**src/rtl/generador_updown_if.sv**
```systemverilog
// Button-conditioner bus: raw buttons in, command strobes and debounced levels out.
//
// Signalling: up and down are single-cycle strobes with no back-pressure.
// A consumer samples them on the rising clock edge and must act on every
// cycle they are high. They are never high together. state mirrors the
// internal control FSM for observation only.
interface generador_updown_if;
    logic       btn_up;
    logic       btn_down;
    logic       up;
    logic       down;
    logic       up_level;
    logic       down_level;
    logic [1:0] state;

    modport master (
        output btn_up, btn_down,
        input  up, down, up_level, down_level, state
    );

    modport slave (
        input  btn_up, btn_down,
        output up, down, up_level, down_level, state
    );
endinterface

```
**src/rtl/generador_updown.sv**
```systemverilog
// Two-button command conditioner: synchronizes and debounces the raw buttons,
// turns presses into single-cycle up/down pulses, adds hold-to-repeat and
// locks out conflicting presses. Channel 0 is up, channel 1 is down.
module generador_updown #(
    parameter int DEBOUNCE_CYCLES = 16,
    parameter int REPEAT_DELAY    = 64,
    parameter int REPEAT_RATE     = 16
) (
    input  logic           clk,
    input  logic           rst,
    generador_updown_if.slave bus
);
    localparam int CW   = $clog2(DEBOUNCE_CYCLES);
    localparam int RMAX = (REPEAT_DELAY > REPEAT_RATE) ? REPEAT_DELAY : REPEAT_RATE;
    localparam int TW   = $clog2(RMAX) + 1;

    localparam logic [CW-1:0] DB_LAST    = CW'(DEBOUNCE_CYCLES - 1);
    localparam logic [TW-1:0] DELAY_LAST = TW'(REPEAT_DELAY - 1);
    localparam logic [TW-1:0] RATE_LAST  = TW'(REPEAT_RATE - 1);
    localparam logic [TW-1:0] TIMER_MAX  = {TW{1'b1}};

    localparam logic [1:0] S_IDLE   = 2'd0;
    localparam logic [1:0] S_DELAY  = 2'd1;
    localparam logic [1:0] S_REPEAT = 2'd2;
    localparam logic [1:0] S_LOCK   = 2'd3;

    logic [1:0]    raw;
    logic [1:0]    sync1;
    logic [1:0]    sync2;
    logic [1:0]    level;
    logic [1:0]    level_d;
    logic [1:0]    rise;
    logic [CW-1:0] db_cnt [2];

    logic [1:0]    state;
    logic [1:0]    nxt_state;
    logic          act;
    logic          nxt_act;
    logic          other;
    logic [TW-1:0] timer;
    logic          timer_clr;
    logic          fire;
    logic          up_q;
    logic          down_q;

    assign raw   = {bus.btn_down, bus.btn_up};
    assign rise  = level & ~level_d;
    assign other = ~act;

    // Two-flop synchronizer per button.
    always_ff @(posedge clk or negedge rst) begin
        if (!rst) begin
            sync1 <= '0;
            sync2 <= '0;
        end else begin
            sync1 <= raw;
            sync2 <= sync1;
        end
    end

    // Debounce: accept a new level only after DEBOUNCE_CYCLES disagreeing samples in a row.
    always_ff @(posedge clk or negedge rst) begin
        if (!rst) begin
            level     <= '0;
            db_cnt[0] <= '0;
            db_cnt[1] <= '0;
        end else begin
            for (int i = 0; i < 2; i++) begin
                if (sync2[i] == level[i]) begin
                    db_cnt[i] <= '0;
                end else if (db_cnt[i] == DB_LAST) begin
                    level[i]  <= ~level[i];
                    db_cnt[i] <= '0;
                end else begin
                    db_cnt[i] <= db_cnt[i] + 1'b1;
                end
            end
        end
    end

    // Previous debounced level, for press-edge detection.
    always_ff @(posedge clk or negedge rst) begin
        if (!rst) begin
            level_d <= '0;
        end else begin
            level_d <= level;
        end
    end

    // Control FSM: first pulse on press, repeat while held, lock out when both are pressed.
    // A press on the other button wins over a simultaneous release so that it never
    // slips through unlocked.
    always_comb begin
        nxt_state = state;
        nxt_act   = act;
        timer_clr = 1'b0;
        fire      = 1'b0;
        case (state)
            S_IDLE: begin
                timer_clr = 1'b1;
                if (rise == 2'b11) begin
                    nxt_state = S_LOCK;
                end else if (rise[0]) begin
                    fire      = 1'b1;
                    nxt_act   = 1'b0;
                    nxt_state = S_DELAY;
                end else if (rise[1]) begin
                    fire      = 1'b1;
                    nxt_act   = 1'b1;
                    nxt_state = S_DELAY;
                end
            end
            S_DELAY, S_REPEAT: begin
                if (rise[other]) begin
                    nxt_state = S_LOCK;
                end else if (!level[act]) begin
                    nxt_state = S_IDLE;
                end else if (timer == ((state == S_DELAY) ? DELAY_LAST : RATE_LAST)) begin
                    fire      = 1'b1;
                    timer_clr = 1'b1;
                    nxt_state = S_REPEAT;
                end
            end
            S_LOCK: begin
                if (level == 2'b00) begin
                    nxt_state = S_IDLE;
                end
            end
            default: begin
                nxt_state = S_IDLE;
            end
        endcase
    end

    // FSM state, active channel and saturating repeat timer.
    always_ff @(posedge clk or negedge rst) begin
        if (!rst) begin
            state <= S_IDLE;
            act   <= 1'b0;
            timer <= '0;
        end else begin
            state <= nxt_state;
            act   <= nxt_act;
            if (timer_clr) begin
                timer <= '0;
            end else if (timer != TIMER_MAX) begin
                timer <= timer + 1'b1;
            end
        end
    end

    // Registered command pulses, one cycle each, never both.
    always_ff @(posedge clk or negedge rst) begin
        if (!rst) begin
            up_q   <= 1'b0;
            down_q <= 1'b0;
        end else begin
            up_q   <= fire & ~nxt_act;
            down_q <= fire & nxt_act;
        end
    end

    assign bus.up         = up_q;
    assign bus.down       = down_q;
    assign bus.up_level   = level[0];
    assign bus.down_level = level[1];
    assign bus.state      = state;
endmodule

```
**src/flat_wrapper.sv**
```systemverilog
// flat-port wrapper written by rule: the top's interface ports become plain ports
module generador_updown_flat 
#(
    parameter int DEBOUNCE_CYCLES = 16,
    parameter int REPEAT_DELAY    = 64,
    parameter int REPEAT_RATE     = 16
)
  (clk, rst, bus_btn_up, bus_btn_down, bus_up, bus_down, bus_up_level, bus_down_level, bus_state);
  generador_updown_if bus_i ();
  input  logic clk;
  input  logic rst;
  input wire logic [$bits(bus_i.btn_up)-1:0] bus_btn_up;
  input wire logic [$bits(bus_i.btn_down)-1:0] bus_btn_down;
  output wire logic [$bits(bus_i.up)-1:0] bus_up;
  output wire logic [$bits(bus_i.down)-1:0] bus_down;
  output wire logic [$bits(bus_i.up_level)-1:0] bus_up_level;
  output wire logic [$bits(bus_i.down_level)-1:0] bus_down_level;
  output wire logic [$bits(bus_i.state)-1:0] bus_state;
  assign bus_i.btn_up = bus_btn_up;
  assign bus_i.btn_down = bus_btn_down;
  assign bus_up = bus_i.up;
  assign bus_down = bus_i.down;
  assign bus_up_level = bus_i.up_level;
  assign bus_down_level = bus_i.down_level;
  assign bus_state = bus_i.state;
  generador_updown #(.DEBOUNCE_CYCLES(DEBOUNCE_CYCLES), .REPEAT_DELAY(REPEAT_DELAY), .REPEAT_RATE(REPEAT_RATE)) u_core (.clk(clk), .rst(rst), .bus(bus_i));
endmodule
```
**config.mk**
```make
export PLATFORM = sky130hd
export DESIGN_NAME = generador_updown_flat
export DESIGN_NICKNAME = d
export VERILOG_FILES = /design/src/rtl/generador_updown_if.sv /design/src/rtl/generador_updown.sv /design/src/flat_wrapper.sv
export SDC_FILE = /design/constraint.sdc
export NUM_CORES = 1
export LEC_CHECK = 0
export CORE_ASPECT_RATIO = 1.4
export CORE_MARGIN = 5
export CORE_UTILIZATION = 30
export CTS_CLUSTER_SIZE = 10
export DETAILED_ROUTE_END_ITERATION = 8
export PLACE_DENSITY_LB_ADDON = 0.08
export SLEW_MARGIN = 30
export SYNTH_ARGS = -nofsm -noshare
export SYNTH_HDL_FRONTEND = slang
export SYNTH_SLANG_ARGS = --single-unit
export TNS_END_PERCENT = 100
```
**constraint.sdc**
```tcl
create_clock -name clk -period 2 [get_ports clk]
set_input_delay 0.4 -clock clk [delete_from_list [all_inputs] [get_ports clk]]
set_output_delay 0.4 -clock clk [all_outputs]
set_load 0.02 [all_outputs]
```
==> qor.csv, run 1 <==
metric;value;unit
count_of_synthesis_stage_warnings_from_yosys;0;
iteration_0_drc_markers;58;
synth.cell_area;1326;um^2
timing.fmax;540.1;MHz
setup_total_negative_slack;0;ns
report.final.setup_viol;0;
drt-total-wl;2358;um
avgViaCountPerCell;4.735;
finalNetCount;153;
drv_cap;0;
post_route_minimum_period;1.852;ns
chipWidth;66.20;um
synth_seq_cells;28;
worst_slack;0.1484;ns
cts_root_buf;sky130_fd_sc_hd__clkbuf_8;
num_vias;947;
initial_antenna_violation_count;0;
cts.clk_slew.worst_paths;0.10;ns
cts_inserted_buffers;3;
finalCritPeriodShare;92.58;%
gpl.final_weighted_congestion;0.7883;
final_max_slew_viol_count;0;
worst_setup_path_start_kind;flop;
crit_arrival;2.00;ns
worstMarginPinSlew;0.4209;ns
crit_path_max_fanout;7;
gr-usage-all-layers;9.012;%
core_area;4274;um^2
synth_nets;136;
placement.io_buffers;9;
routed_wire_length_per_instance;11.79;um
ir_worst_vdd;0.3064;mV
hold_path_startpoint;u_core.sync1[0];
p_per_area;830.5;nW/um^2
leakage_power_figure;0.7059;nW
final_layout_size_suffix_gt1_share;10.00;%
worstReg2RegStart;u_core.bus.state[1];
ctsHtreeMaxLevel;1;
hold_ws;0.3547;ns
design.portCount;10;
clock_tree_from_tritoncts;built;
insertedDiodeCount;0;
grt_pass1_vias;961;
clkLatencyLatePin;0.27;ns
dp_worst_setup_slack;0.03489;ns
hold_path_class;flop to flop;
run_status;finished, final reports clean;
antenna_left;0;
area_delta_synth_final;19.25;%
initial_utilization;31.03;%
min_delay_worst_endpoint;u_core.sync2[0];
detail_route.drc_violations;0;
critical_path_required;2.15;ns
hold_buffers;0;
drt_first_pass_iters;4;
die-area;5870;um^2
grt_remaining_overflow;0;
row_count;28;
timing.critical_path.to_type;flop;
grt_start_max_net_pins;29;
dp_hpwl;1725;um
post_cts.repair.setup_buffers;0;
synth.avg_cell_area;10.70;um^2
most-common-layout-cells;sky130_fd_sc_hd__dfrtp_1 (28), sky130_fd_sc_hd__inv_1 (10), sky130_fd_sc_hd__nor2_1 (9), sky130_fd_sc_hd__clkdlybuf4s50_1 (9);
clock_skew;0.007901;ns
worstRegToRegCells;7;
maxSlewHeadroom;71.86;%
hold_depth;0;
grt_first_pass_wirelength;4112;um
layout_commonest_cell;sky130_fd_sc_hd__dfrtp_1;
clock_tree.buffer_depth;2;
crit_type;flop to flop;
postSynthCellCount;124;
finalHoldViolations;0;
die_height;88.67;um
clock_sink_count;28;
post_synth_num_cell_types;30;
r2r_setup_slack;0.15;ns
rsz0062_at_grt;false;
reg2reg_to;u_core.timer[2];
synth_sequential_area_ratio;52.83;%
## critical path, stage by stage, from the launching register on
cell and delay [ns]:
sky130_fd_sc_hd__dfrtp_1 0.38, sky130_fd_sc_hd__inv_1 0.09, sky130_fd_sc_hd__ha_1 0.20, sky130_fd_sc_hd__or3_1 0.36, sky130_fd_sc_hd__a211oi_2 0.24, sky130_fd_sc_hd__nand3_2 0.14
sky130_fd_sc_hd__a21oi_4 0.25, sky130_fd_sc_hd__a211oi_1 0.07
## cell families after synthesis
group	Yosys count	share of synthesized area (%)
buffers and inverters	10	2.830
AO/OA/AOI/OAI	22	10.47
flip-flops	28	52.83
adder cells (fa/ha/maj)	8	7.547
multiplexers	4	3.302
XOR/XNOR	7	4.623
AND/OR/NAND/NOR	45	18.40
## how the worst max path moves through the flow
| stage | endpoint | slack, ns | cells after the start | start |
|---|---|---|---|---|
| global route | u_core.timer[4] | 0.01 | 7 | u_core.bus.state[1] |
| finish | u_core.timer[2] | 0.15 | 7 | u_core.bus.state[1] |
| CTS | u_core.timer[2] | 0.004 | 7 | u_core.bus.state[1] |
| detailed placement | u_core.timer[4] | 0.03 | 7 | u_core.bus.state[1] |
| global placement | u_core.timer[2] | 0.08 | 7 | u_core.bus.state[1] |
| floorplan | u_core.timer[0] | 0.1 | 7 | u_core.bus.state[1] |
## power breakdown
group | switching, mW | internal, mW
registers | 0.0505 | 0.614
logic | 0.162 | 0.138
clock network | 0.173 | 0.176
total | 0.385 | 0.928
## synth_stat cells
cell type | instances | area share [%]
sky130_fd_sc_hd__a211oi_1 | 2 | 1.1
sky130_fd_sc_hd__a211oi_2 | 1 | 0.94
sky130_fd_sc_hd__a21oi_1 | 8 | 3.0
sky130_fd_sc_hd__a21oi_2 | 1 | 0.66
sky130_fd_sc_hd__a31oi_1 | 1 | 0.47
sky130_fd_sc_hd__and2_1 | 3 | 1.4
sky130_fd_sc_hd__and3_1 | 3 | 1.4
sky130_fd_sc_hd__and4_2 | 1 | 0.75
sky130_fd_sc_hd__dfrtp_1 | 28 | 53
sky130_fd_sc_hd__ha_1 | 8 | 7.5
sky130_fd_sc_hd__inv_1 | 10 | 2.8
sky130_fd_sc_hd__mux2_2 | 3 | 2.5
sky130_fd_sc_hd__mux2i_1 | 1 | 0.75
sky130_fd_sc_hd__nand2_1 | 8 | 2.3
sky130_fd_sc_hd__nand2b_1 | 2 | 0.94
sky130_fd_sc_hd__nand3_1 | 6 | 2.3
sky130_fd_sc_hd__nand3b_1 | 1 | 0.57
sky130_fd_sc_hd__nand4_1 | 2 | 0.94
sky130_fd_sc_hd__nand4b_1 | 2 | 1.3
sky130_fd_sc_hd__nor2_1 | 9 | 2.5
sky130_fd_sc_hd__nor2b_1 | 3 | 1.4
sky130_fd_sc_hd__nor3_1 | 1 | 0.38
sky130_fd_sc_hd__nor3b_1 | 3 | 1.7
sky130_fd_sc_hd__o211ai_1 | 1 | 0.57
sky130_fd_sc_hd__o21ai_0 | 5 | 1.9
sky130_fd_sc_hd__o22ai_1 | 1 | 0.47
sky130_fd_sc_hd__o32ai_1 | 2 | 1.3
sky130_fd_sc_hd__or3_1 | 1 | 0.47
sky130_fd_sc_hd__xnor2_1 | 5 | 3.3
sky130_fd_sc_hd__xor2_1 | 2 | 1.3
## per-stage QoR
step	utilization (%)	std cells	cell area, um^2	total power, mW
finish	37.00	200	1582	1.313
global route	37.00	200	1582	1.407
CTS	36.71	200	1569	1.325
detailed placement	35.42	196	1514	0.9639
global placement	35.42	196	1514	0.9601
floorplan	-	124	1326	0.8739
## layout make-up
type | instances | area (um^2)
Fill cell | 461 | 2693
Sequential cell | 28 | 700.7
Multi-Input combinational cell | 86 | 600.6
Timing Repair Buffer | 12 | 112.6
Tap cell | 60 | 75.07
Clock buffer | 4 | 55.05
Inverter | 10 | 37.54
## registers in the layout, summed over array words and instances, names as in the netlist
signal            flops
u_core.sync1          2
u_core.timer          7
u_core.sync2          2
u_core.db_cnt         8
u_core.bus.up         1
u_core.act            1
u_core.level_d        2
u_core.bus.state      2
u_core.level          2
u_core.bus.down       1
## what timing repair did
action / in CTS / in global routing
gates resized for setup: 0 / 2
hold endpoints to repair: 0 / 0
endpoints found under the setup margin: 0 / 7
## metal layers
layer / vias up / track usage [%] / part of all wire (%)
met1: 473 / 10.79 / 46
met5: - / 0 / 0
li1: 462 / - / -
met3: 2 / 2.287 / 3.1
met2: 10 / 14.91 / 49
met4: 0 / 4.436 / 1.1
Note: power is estimated with default switching activity, not from simulation.
==> run 2, diff against run 1 <==
--- a/config.mk
+++ b/config.mk
@@ -10,6 +10,7 @@
 export CORE_UTILIZATION = 30
 export CTS_CLUSTER_SIZE = 10
 export DETAILED_ROUTE_END_ITERATION = 8
+export MAX_ROUTING_LAYER = met4
 export PLACE_DENSITY_LB_ADDON = 0.08
 export SLEW_MARGIN = 30
 export SYNTH_ARGS = -nofsm -noshare
==> constraint.sdc (replaced) <==
create_clock -name clk -period 2.3 [get_ports clk]
set_input_delay 0.46 -clock clk [delete_from_list [all_inputs] [get_ports clk]]
set_output_delay 0.46 -clock clk [all_outputs]
set_load 0.02 [all_outputs]
==> run 2 against run 1 <==
Maximum frequency is 5.2% lower. Flip-flop and latch count stayed put. Core utilization is 0.64 points lower. Die area stayed put. First-iteration DRC count is 31% higher.
==> qor.csv, run 2 (synthesis gave the netlist of run 1 again) <==
metric;value;unit
finalHoldViolations;0;
num_vias;940;
clkLatencyLatePin;0.28;ns
layout_commonest_cell;sky130_fd_sc_hd__dfrtp_1;
hold_path_class;flop to flop;
grt_pass1_vias;967;
hold_path_startpoint;u_core.sync1[0];
most-common-layout-cells;sky130_fd_sc_hd__dfrtp_1 (28), sky130_fd_sc_hd__inv_1 (10), sky130_fd_sc_hd__nor2_1 (9), sky130_fd_sc_hd__clkdlybuf4s50_1 (9);
largest_register;u_core.db_cnt;
clock_tree_from_tritoncts;built;
grt_start_max_net_pins;29;
crit_arrival;2.10;ns
leakage_power_figure;0.6937;nW
largest_register_ff_count;8;
antenna_left;0;
insertedDiodeCount;0;
run_status;finished, final reports clean;
row_count;28;
report.final.setup_viol;0;
timing.critical_path.to_type;flop;
setup_total_negative_slack;0;ns
worstRegToRegCells;7;
cts_root_buf;sky130_fd_sc_hd__clkbuf_8;
clock_skew;0.006151;ns
routed_wire_length_per_instance;11.81;um
design.portCount;10;
critical_path_required;2.45;ns
detail_route.drc_violations;0;
finalNetCount;151;
initial_antenna_violation_count;0;
die-area;5870;um^2
crit_type;flop to flop;
drt-total-wl;2339;um
cts.clk_slew.worst_paths;0.10;ns
fin_area;1554;um^2
post_route_minimum_period;1.954;ns
initial_utilization;31.03;%
utilization;36.36;%
die_height;88.67;um
final_layout_size_suffix_gt1_share;7.971;%
r2r_setup_slack;0.35;ns
hold_buffers;0;
grt_first_pass_wirelength;4298;um
final_max_slew_viol_count;0;
placed_cell_area;1499;um^2
chipWidth;66.20;um
ir_worst_vdd;0.2669;mV
area_delta_synth_final;17.17;%
reg2reg_to;u_core.timer[2];
p_per_area;728.8;nW/um^2
worstMarginPinSlew;0.3611;ns
iteration_0_drc_markers;76;
timing.fmax;511.7;MHz
grt_remaining_overflow;0;
drt_first_pass_iters;4;
finalCritPeriodShare;84.96;%
reg_top3;u_core.db_cnt: 8 flops, u_core.timer: 7 flops;
avgViaCountPerCell;4.747;
dp_hpwl;1733;um
core_area;4274;um^2
crit_path_max_fanout;7;
ctsHtreeMaxLevel;1;
min_delay_worst_endpoint;u_core.sync2[0];
clock_tree.buffer_depth;2;
hold_depth;0;
cts_repair_resize_count;0;
worstReg2RegStart;u_core.bus.state[1];
clock_sink_count;28;
fin_total_pwr;1.133;mW
drv_cap;0;
placement.io_buffers;9;
cts_inserted_buffers;3;
worst_setup_path_start_kind;flop;
num-fill-cells;434;
gpl.final_weighted_congestion;0.8019;
maxSlewHeadroom;75.92;%
gr-usage-all-layers;9.852;%
post_cts.repair.setup_buffers;0;
rsz0062_at_grt;false;
[run 2: changes by cell type in the layout (fill, tap and decap cells not counted), sizes merged]
| cell | delta |
|---|---|
| buf | -2 |
[run 2: worst max path at each step]
stage / startpoint / end / slack (ns) / cells past startpoint
final: u_core.bus.state[1] / u_core.timer[2] / 0.35 / 7
after global routing: u_core.bus.state[1] / u_core.timer[6] / 0.18 / 7
after CTS: u_core.bus.state[1] / u_core.timer[2] / 0.33 / 7
after detailed placement: u_core.bus.state[1] / u_core.timer[2] / 0.36 / 7
after global placement: u_core.bus.state[1] / u_core.timer[2] / 0.39 / 7
after floorplan: u_core.bus.state[1] / u_core.timer[0] / 0.40 / 7
[run 2: report_power, final]
part	internal (mW)	switching (mW)	total, mW
logic	0.111	0.134	0.246
clock network	0.153	0.154	0.308
registers	0.534	0.0446	0.579
[run 2: cell type report]
cell class,count,area (um^2),share of cell area (%)
clock buffers,4,55.05,3.543
inverters,10,37.54,2.415
multi-input cells,86,588.1,37.84
flip-flops and latches,28,700.7,45.09
well taps,60,75.07,4.831
repair buffers,10,97.59,6.280
[run 2: critical path: stages, from the launching register on]
cell and delay [ns]:
sky130_fd_sc_hd__dfrtp_1 0.38, sky130_fd_sc_hd__inv_1 0.08, sky130_fd_sc_hd__ha_1 0.19, sky130_fd_sc_hd__or3_1 0.36
sky130_fd_sc_hd__a211oi_2 0.24, sky130_fd_sc_hd__nand3_1 0.15, sky130_fd_sc_hd__a21oi_2 0.34, sky130_fd_sc_hd__a211oi_1 0.09
[run 2: through the flow]
stage	std cells	hold WS [ns]	setup WS, ns
after CTS	198	0.3730	0.3347
after global placement	194	0.3338	0.3878
final	198	0.3687	0.3458
after floorplan	124	0.1644	0.3998
after global routing	198	0.3781	0.1821
after detailed placement	194	0.3365	0.3599
[run 2: per-layer routing]
metal  wire, um  vias up  part of all wire [%]  global-route usage [%]
met5          0        -                     0                       -
met2       1173       18                    50                   15.90
met3         52        5                   2.2                   1.906
li1           -      460                     -                       -
met1       1050      457                    45                   11.34
met4         63        0                   2.7                   5.545
==> run 3, diff against run 2 <==
==> constraint.sdc (replaced) <==
create_clock -name clk -period 1.9 [get_ports clk]
set_input_delay 0.38 -clock clk [delete_from_list [all_inputs] [get_ports clk]]
set_output_delay 0.38 -clock clk [all_outputs]
set_load 0.02 [all_outputs]
==> run 3 against run 2 <==
Non-clock buffer count grew 5. Combinational power grew 38%. Critical path type is now flop to primary output. Highest routed layer unchanged. Worst hold slack lost 0.0093 ns. Critical endpoint is now bus_up_level. First-iteration DRC count shrank 49%. Wire length grew 2.7%.
==> qor.csv, run 3 (synthesis gave the netlist of run 1 again) <==
metric;value;unit
cell_by_cell_trace_of_the_critical_path;clkdlybuf4s50_1;
gr-usage-all-layers;9.778;%
finalNetCount;156;
run_status;finished, final reports clean;
placement.io_buffers;9;
final_max_slew_viol_count;0;
final_layout_size_suffix_gt1_share;13.29;%
post_cts.repair.setup_buffers;0;
insertedDiodeCount;0;
grt_pass1_vias;935;
crit_path_max_fanout;8;
worst_setup_path_start_kind;flop;
avgViaCountPerCell;4.606;
ff_latch_area;700.7;um^2
routed_wire_length_per_instance;11.83;um
clock_skew;0.007788;ns
clock_tree.buffer_depth;2;
crit_arrival;1.43;ns
fin_total_pwr;1.405;mW
area_delta_synth_final;21.32;%
crit_type;flop to primary output;
critical_path_required;1.52;ns
gpl.final_weighted_congestion;0.8208;
fin_area;1609;um^2
drv_cap;0;
post_route_minimum_period;1.811;ns
iteration_0_drc_markers;39;
maxSlewHeadroom;72.48;%
chipWidth;66.20;um
r2r_setup_slack;0.11;ns
row_count;28;
setup_total_negative_slack;0;ns
cp.depth;1;
grt_first_pass_wirelength;4284;um
utilization;37.65;%
numPlacedInstances;199;
crit_path_start;u_core.level[0];
worstMarginPinSlew;0.4116;ns
leakage_power_figure;0.7228;nW
detail_route.drc_violations;0;
ctsHtreeMaxLevel;1;
drt-total-wl;2401;um
final-instance-count-excl-fill;203;
grt_start_max_net_pins;29;
num-fill-cells;443;
most-common-layout-cells;sky130_fd_sc_hd__dfrtp_1 (28), sky130_fd_sc_hd__inv_1 (9), sky130_fd_sc_hd__nor2_1 (9), sky130_fd_sc_hd__clkdlybuf4s50_1 (9);
cts_root_buf;sky130_fd_sc_hd__clkbuf_8;
reg2reg_to;u_core.timer[5];
timing.critical_path.slowest_cell_delay;0.66;ns
die_height;88.67;um
num_vias;935;
ir_worst_vdd;0.3465;mV
critical-path-top-delay-family;buffers and inverters;
rsz0062_at_grt;false;
cp-endpoint;bus_up_level;
clkLatencyLatePin;0.27;ns
core_area;4274;um^2
finalCritPeriodShare;95.32;%
multiInputGateArea;605.6;um^2
dp_hpwl;1800;um
worstRegToRegCells;6;
timing.critical_path.to_type;primary output;
hold_depth;0;
initial_utilization;31.03;%
placed_cell_area;1536;um^2
timing.fmax;552.2;MHz
report.final.setup_viol;0;
layout_commonest_cell;sky130_fd_sc_hd__dfrtp_1;
die-area;5870;um^2
reg_top3;u_core.db_cnt: 8 flops, u_core.timer: 7 flops;
largest_register_ff_count;8;
largest_register;u_core.db_cnt;
grt_remaining_overflow;0;
initial_antenna_violation_count;0;
cp.buffers_inverters;1;
p_per_area;873.3;nW/um^2
cts.clk_slew.worst_paths;0.09;ns
finalHoldViolations;0;
worstReg2RegStart;u_core.bus.state[0];
clock_tree_from_tritoncts;built;
drt_first_pass_iters;4;
clock_sink_count;28;
design.portCount;10;
hold_path_class;flop to flop;
critPathSlowestCell;sky130_fd_sc_hd__clkdlybuf4s50_1;
antenna_left;0;
cts_inserted_buffers;3;
## run 3: cell count changes in the layout (fill, tap and decap cells not counted), sizes merged
cell  change
buf       +5
## run 3: worst reg2reg max path: stages (launching register included)
cell                       delay [ns]
sky130_fd_sc_hd__dfrtp_1         0.40
sky130_fd_sc_hd__ha_1            0.21
sky130_fd_sc_hd__or3_1           0.32
sky130_fd_sc_hd__a211oi_2        0.24
sky130_fd_sc_hd__nand3_2         0.14
sky130_fd_sc_hd__a21oi_4         0.29
sky130_fd_sc_hd__nor2_1          0.08
## run 3: power by group
| group | switching, mW | internal [mW] | total, mW |
|---|---|---|---|
| clock network | 0.185 | 0.185 | 0.370 |
| logic | 0.184 | 0.156 | 0.340 |
| registers | 0.0483 | 0.647 | 0.695 |
| total | 0.417 | 0.988 | 1.41 |
## run 3: worst min path at each step
stage | startpoint | end
finish | u_core.sync1[0] | u_core.sync2[0]
global route | u_core.sync1[0] | u_core.sync2[0]
detailed placement | u_core.sync1[0] | u_core.sync2[0]
floorplan | rst | u_core.act
CTS | u_core.sync1[0] | u_core.sync2[0]
global placement | u_core.sync1[0] | u_core.sync2[0]
## run 3: final cells by class
class	count	share of cell area (%)
clock buffer	4	3.421
inverter	10	2.333
multi-input combinational	86	37.64
sequential	28	43.55
tap	60	4.666
timing repair buffer	15	8.398
## run 3: per-layer routing
metal / global-route usage, % / wire, um / vias to the layer above
met4: 3.882 / 36 / 0
li1: - / - / 474
met2: 16.08 / 1182 / 10
met3: 2.033 / 61 / 4
met1: 11.60 / 1121 / 447
met5: - / 0 / -
## run 3: repair_timing
item | in CTS | in global routing
pin swaps | 0 | 5
resized for setup | 1 | 3
endpoints found under the setup margin | 7 | 9
hold buffers | 0 | 0
## run 3: metrics by stage
step | hold slack (ns) | setup slack (ns)
3_3_place_gp | 0.3374 | 0.008684
6_report | 0.3594 | 0.08890
5_1_grt | 0.3775 | 0.01070
2_1_floorplan | 0.08441 | 0.01122
3_5_place_dp | 0.3405 | -0.02625
4_1_cts | 0.3635 | 0.01331
